File: config.mk
export PLATFORM = sky130hd
export DESIGN_NAME = fsm_self_test_mc
export DESIGN_NICKNAME = d
export VERILOG_FILES = /design/src/rtl/fsm_self_test_mc.sv
export SDC_FILE = /design/constraint.sdc
export NUM_CORES = 2
export LEC_CHECK = 0
export ABC_AREA = 1
export BUFFER_PORTS_ARGS = -buffer_cell sky130_fd_sc_hd__buf_2
export CAP_MARGIN = 20
export CORE_MARGIN = 3
export CORE_UTILIZATION = 54
export DETAILED_ROUTE_END_ITERATION = 16
export GPL_TIMING_DRIVEN = 0
export PLACE_DENSITY = 0.86
export SLEW_MARGIN = 20
export SYNTH_ARGS = -nofsm -noshare
export SYNTH_HDL_FRONTEND = slang
export SYNTH_SLANG_ARGS = --single-unit
File: constraint.sdc
create_clock -name clock -period 2 [get_ports clock]
set_clock_uncertainty 0.2 [all_clocks]
set_input_delay 0.5 -clock clock [delete_from_list [all_inputs] [get_ports clock]]
set_output_delay 0.5 -clock clock [all_outputs]
set_load 0.03 [all_outputs]
File: src/rtl/fsm_self_test_mc.sv
// fsm_self_test_mc
//   Multi-channel frame-grabber self-test. For each fg_signal channel it
//   synchronises the input, counts rising edges, measures the edge-to-edge
//   period and the high width, and emits a one-cycle trigger fg_delay clocks
//   after each rising edge. It flags sticky timeout and retrigger (overlap)
//   faults.
// Ports
//   clock, reset       rising-edge clock, synchronous active-high reset
//   enable             1 = measure, 0 = every channel idle and cleared
//   fg_signal          asynchronous fg opto inputs, one bit per channel
//   fg_delay           trigger delay in clocks, shared by all channels
//   counter_out        rising-edge count, channel i at [i*CNT_W +: CNT_W]
//   period_out         last edge-to-edge period, clocks
//   width_out          last high width, clocks
//   period_valid       one-cycle strobe, period_out updated
//   width_valid        one-cycle strobe, width_out updated
//   trig_out           one-cycle delayed trigger pulse
//   err_timeout        sticky, no rising edge for TIMEOUT clocks
//   err_overlap        sticky, rising edge while a trigger was still pending
module fsm_self_test_mc #(
  parameter int CHANNELS    = 4,
  parameter int CNT_W       = 32,
  parameter int SYNC_STAGES = 2,
  parameter int TIMEOUT     = 8_000_000
) (
  input  logic                      clock,
  input  logic                      reset,
  input  logic                      enable,
  input  logic [CHANNELS-1:0]       fg_signal,
  input  logic [CNT_W-1:0]          fg_delay,
  output logic [CHANNELS*CNT_W-1:0] counter_out,
  output logic [CHANNELS*CNT_W-1:0] period_out,
  output logic [CHANNELS*CNT_W-1:0] width_out,
  output logic [CHANNELS-1:0]       period_valid,
  output logic [CHANNELS-1:0]       width_valid,
  output logic [CHANNELS-1:0]       trig_out,
  output logic [CHANNELS-1:0]       err_timeout,
  output logic [CHANNELS-1:0]       err_overlap
);

  typedef enum logic [1:0] {S_IDLE, S_ARM, S_HIGH, S_LOW} state_t;

  localparam logic [CNT_W-1:0] ONE     = CNT_W'(1);
  localparam logic [CNT_W-1:0] TO_LAST = CNT_W'(TIMEOUT - 1);

  for (genvar g = 0; g < CHANNELS; g++) begin : g_ch
    logic [SYNC_STAGES-1:0] sync_q;
    logic                   prev_q;
    logic                   synced, rise, fall, tmo;
    state_t                 state_q, state_d;
    logic [CNT_W-1:0]       cnt_q, since_q, wcnt_q, per_q, wid_q, dcnt_q;
    logic                   pend_q, trig_q, pv_q, wv_q, et_q, eo_q;

    // The synchroniser runs regardless of enable so a level already high
    // at re-enable is not mistaken for a new edge.
    always_ff @(posedge clock) begin
      if (reset) begin
        sync_q <= '0;
        prev_q <= 1'b0;
      end else begin
        sync_q <= {sync_q[SYNC_STAGES-2:0], fg_signal[g]};
        prev_q <= synced;
      end
    end

    assign synced = sync_q[SYNC_STAGES-1];
    assign rise   = synced & ~prev_q;
    assign fall   = ~synced & prev_q;
    // since_q is j in cycle E+j, so matching TIMEOUT-1 makes the flag
    // visible exactly TIMEOUT clocks after the edge. An edge in that same
    // cycle wins over the timeout.
    assign tmo    = (state_q != S_IDLE) && (since_q == TO_LAST) && !rise;

    always_comb begin
      state_d = state_q;
      unique case (state_q)
        S_IDLE: state_d = S_ARM;
        S_ARM:  if (rise) state_d = S_HIGH;
        S_HIGH: if (tmo) state_d = S_ARM; else if (fall) state_d = S_LOW;
        S_LOW:  if (tmo) state_d = S_ARM; else if (rise) state_d = S_HIGH;
        default: state_d = S_IDLE;
      endcase
      if (!enable) state_d = S_IDLE;
    end

    always_ff @(posedge clock) begin
      if (reset) state_q <= S_IDLE;
      else       state_q <= state_d;
    end

    always_ff @(posedge clock) begin
      if (reset || !enable) begin
        cnt_q   <= '0;
        since_q <= '0;
        wcnt_q  <= '0;
        per_q   <= '0;
        wid_q   <= '0;
        dcnt_q  <= '0;
        pend_q  <= 1'b0;
        trig_q  <= 1'b0;
        pv_q    <= 1'b0;
        wv_q    <= 1'b0;
        et_q    <= 1'b0;
        eo_q    <= 1'b0;
      end else begin
        pv_q   <= 1'b0;
        wv_q   <= 1'b0;
        trig_q <= 1'b0;

        if (rise)                           since_q <= ONE;
        else if (state_q == S_IDLE || tmo)  since_q <= '0;
        else if (since_q != '1)             since_q <= since_q + ONE;

        if (rise)                wcnt_q <= ONE;
        else if (wcnt_q != '1)   wcnt_q <= wcnt_q + ONE;

        if (rise && (state_q == S_ARM || state_q == S_LOW))
          cnt_q <= cnt_q + ONE;

        if (rise && state_q == S_LOW) begin
          per_q <= since_q;
          pv_q  <= 1'b1;
        end

        if (fall && state_q == S_HIGH && !tmo) begin
          wid_q <= wcnt_q;
          wv_q  <= 1'b1;
        end

        if (tmo) et_q <= 1'b1;

        // dcnt_q holds the clocks still to wait; the pulse is registered
        // when it reaches 1 so it appears in cycle E+fg_delay+1. A zero
        // delay fires straight from the edge.
        if (rise) begin
          if (pend_q) eo_q <= 1'b1;
          if (fg_delay == '0) begin
            trig_q <= 1'b1;
            pend_q <= 1'b0;
          end else begin
            pend_q <= 1'b1;
            dcnt_q <= fg_delay;
          end
        end else if (pend_q) begin
          if (dcnt_q == ONE) begin
            trig_q <= 1'b1;
            pend_q <= 1'b0;
          end
          dcnt_q <= dcnt_q - ONE;
        end
      end
    end

    assign counter_out[g*CNT_W +: CNT_W] = cnt_q;
    assign period_out[g*CNT_W +: CNT_W]  = per_q;
    assign width_out[g*CNT_W +: CNT_W]   = wid_q;
    assign period_valid[g]               = pv_q;
    assign width_valid[g]                = wv_q;
    assign trig_out[g]                   = trig_q;
    assign err_timeout[g]                = et_q;
    assign err_overlap[g]                = eo_q;
  end

endmodule

==> impl_results.md <==
- Met3 routing resource usage after global routing: about 7.6%
- Clock tree root driver cell: clkbuf_16
- Post-synthesis area per instance: between 6 and 7 µm²
- Final routed wire length divided by cell count: 20.3 µm
- Post-Synthesis Net Count: 6447
- Simple-gate share of the synthesized area: 35.5%
- Transition time at the pin with the least slew margin: 1.06 ns
- Level count of the clock H-tree: 3
- Share of total power in the clock network: 46.1%
- Distinct cell type count of the synthesized netlist: 51
- Cts bufs inserted: 86
- Post-Route Utilization: 70.5%
- Share of flip-flops with an asynchronous set or reset: 0%
- Clock slew seen by the registers of the worst setup and hold paths: approximately 0.07 ns
- Wire length of the first global-routing pass: ~240 mm
- Total die area: between 80000 and 90000 µm²
- Type of the worst setup path: primary input to register
- GR met1 Demand/Resource: a little under half
- Residual DRC count: 0
- Fraction of synthesized cell area in xor and xnor cells: 4.23%
- Share of synthesized cell area in full adder, half adder and majority cells: less than 1%
- Setup tns final: -3.68 ns
- Total power divided by cell area: between 600 and 700 nW/µm²
- Cell area after technology mapping: ~42000 µm²
- Worst endpoint required time: approximately 2.3 ns
- Violations in the final reports: negative setup slack
- Gr ovfl total: 0
- Max transition margin: approximately 30%
- Skew-Pair Late Insertion Delay: between 0.6 and 0.7 ns
- Fmax: 0.455 GHz
- Kind of cell with the highest combined delay on the critical path: buffers and inverters
- Total half-perimeter wirelength after legalization and detailed placement: approximately 120 mm
- Multiplexer area fraction after synthesis: 0%
- Top-level I/O count: between 400 and 500
- Final antenna-violating net count: 0
- Proportion of layout cells with a drive suffix above 1: around a quarter
- Switching power: 0.00969 W
- Worst min path class: primary input to register
- Total vias in the final route: roughly 48k
- Core area: roughly 76000 µm²
- Highest net fanout along the worst path: 10
- Clock period minus final worst setup slack: approximately 2.2 ns
- Net switching fraction of the power: a little over a quarter
- Number of warnings reported in the yosys synthesis log: 0
- Post-synth top area share: 38.9%
- Critical path launch point type: primary input
- Slowest CP cell: clkbuf_2
- CTS tree: yes
- Post-DP Area: roughly 45000 µm²
- Overall power after layout: between 0.03 and 0.04 W
- Net total in the final layout: 7185
- Sequential area share after synthesis: between 30% and 40%
- Synth Area in Compound Gates: between 10% and 20%
- Combinational share of power: 9.6%
- Horizontal extent of the die: 284 µm
- Leading cell type by number of instances after synthesis: nand2_1
- RSZ-0062 raised after global routing: yes
- Outcome: complete, but fails checks
- Ys flop type: dfxtp_1
- P_leak: around 22 nW
- Delay contributed by the slowest stage of the critical path: ~0.50 ns
- Number of buffers and inverters on the critical path: 5
- Largest net degree at the start of global routing: 16
- Number of antenna violations at the first check in global routing: 5
- Kind of capture point of the worst setup path: register
- Sequential fraction of design power: about 44%
- Cell type contributing the most total cell area after synthesis: dfxtp_1
- All-layer global routing usage: 37.8%
- First-pass iteration count of the detailed router: 7
- Final setup violation count: 69
- Critical Path, Cell by Cell: buf_2 -> inv_1 -> nor2_4 -> buf_12 -> clkbuf_2 -> clkbuf_2 -> o21ai_0 -> a21oi_1
- Number of global-route vias before repair: 43.6k
- Starting density of the core: 54.8%
- Bufs on Longest Clock Path: 3
- Number of standard cells after synthesis: 6388
- Buffers on Ports: 442
- Combinational family with the most area after synthesis: simple AND/OR/NAND/NOR gates
- Arrival time worst endpoint: ~2.5 ns
- # rows: roughly 100
- Top Usage Layer GRT: met2
- Count of endpoints failing hold in the final timing report: 0
- Total detailed-routing wirelength: ~170 mm
- Most numerous cell on the critical path: clkbuf_2
- Synth cell count leaders: 1443 x nand2_1, 1176 x nor2_1, 812 x dfxtp_1
- Final worst slack: -0.196 ns
- Final period util: 110%
- Biggest area contributors in the synthesized netlist: dfxtp_1 39%, nand2_1 13%, nor2_1 11%
- Max-cap violations: 0
- First DRT Iteration DRCs: around 5.3k
- Met2 Resource Use GR: between 60% and 70%
- Number of vias per cell after detailed routing: roughly 5.8
- Area grow syn2layout: 28.7%
- Clock tree sinks: 812
- Routability Congestion: slightly above 1
- Post-Place Setup Slack: -1.65 ns
- EDFF count, synth: 0
- Number of slew-limit violations in the final report: 0
- Final design instance area without fill: between 50000 and 60000 µm²
- Max IR drop VDD: approximately 0.66 mV
- Internal power: roughly 0.027 W
- Flop and latch count out of synthesis: a little over 800
- Die height: approximately 280 µm
[path summary, 6_finish.rpt]
check                                         from                 end  slack [ns]  depth (start not counted)
worst max-delay path                        enable    g_ch[2].per_q[1]       -0.20                          8
worst max register to register  g_ch[2].since_q[6]   g_ch[2].wid_q[15]       -0.14                         11
worst min-delay path                  fg_delay[12]  g_ch[3].dcnt_q[12]        0.03                          3
worst min register to register   g_ch[0].sync_q[0]   g_ch[0].sync_q[1]        0.20                          2
[layer usage]
metal / wire length (µm) / vias to the layer above
met5: 36 / -
met4: 13500 / 6
met3: 15900 / 739
met2: 75700 / 2857
met1: 61700 / 22200
li1: - / 22200
[state kept, by name, indices dropped and copies added, names as in the netlist]
register and cells:
g_ch.cnt_q 128, g_ch.dcnt_q 128, g_ch.per_q 128, g_ch.since_q 128, g_ch.wcnt_q 128, g_ch.wid_q 128
g_ch.state_q 8, g_ch.sync_q 8, g_ch.eo_q 4, g_ch.et_q 4, g_ch.pend_q 4, g_ch.prev_q 4
g_ch.pv_q 4, g_ch.trig_q 4, g_ch.wv_q 4
[through the flow]
| stage | hold WS [ns] | std cells |
|---|---|---|
| finish | 0.0290 | 8222 |
| floorplan | 0.188 | 6388 |
| detailed placement | 0.197 | 7860 |
| CTS | 0.00267 | 8113 |
| global route | 0.0595 | 8219 |
| global placement | 0.191 | 7860 |
[area by class of cell]
type                            count  area, µm²
Antenna cell                        3       7.51
Buffer                            242       1610
Clock buffer                      112       2340
Clock inverter                     39        592
Fill cell                        6374      22500
Inverter                          655       2550
Multi-Input combinational cell   4680      24400
Sequential cell                   812      16600
Tap cell                         1030       1290
Timing Repair Buffer              649       4480
[timing repair]
| action | 4_1_cts | 5_1_grt |
|---|---|---|
| hold buffers | 5 | 0 |
| endpoints found under the setup margin | 890 | 701 |
| buffers inserted | 86 | 99 |
| pin swaps | 43 | 137 |
| gates cloned | 12 | 9 |
| endpoints found under the hold margin | 5 | 0 |
| gates resized for setup | 516 | 778 |
[power groups by stage]
stage / clock [W] / sequential [W] / combinational (W)
6_report: 0.0170 / 0.0164 / 0.00353
2_1_floorplan: 0 / 0.0167 / 0.00202
5_1_grt: 0.0177 / 0.0164 / 0.00382
3_5_place_dp: 0 / 0.0167 / 0.00301
3_3_place_gp: 0 / 0.0167 / 0.00298
4_1_cts: 0.0170 / 0.0164 / 0.00319
[placed cells by master, fill, tap and decap left out, drive strengths merged, types with 15 or more instances in the layout]
master and count:
nand3 325, inv 651, nand4 216, o21a 18
ha 20, xor2 161, xnor2 41, nor3 206
dfxtp 812, clkinv 17, nor2 1205, or2 19
nand2 1456, a21oi 440, o22ai 15, buf 711
clkbuf 286, o21ai 432, nand3b 28, a31oi 55
[worst min-delay path, stage by stage]
cell,delay (ns)
buf_2,0.14
a21oi_1,0.08
o21ai_1,0.11
[logic make-up after synthesis]
kind of cell | count (synthesis)
buffers and inverters | 899
and+or+nand+nor | 3479
xor gates and xnor gates | 202
DFF | 812
AOI/OAI and AO/OA | 976
adders and majority gates | 20
Note: power is estimated with default switching activity, not from simulation.
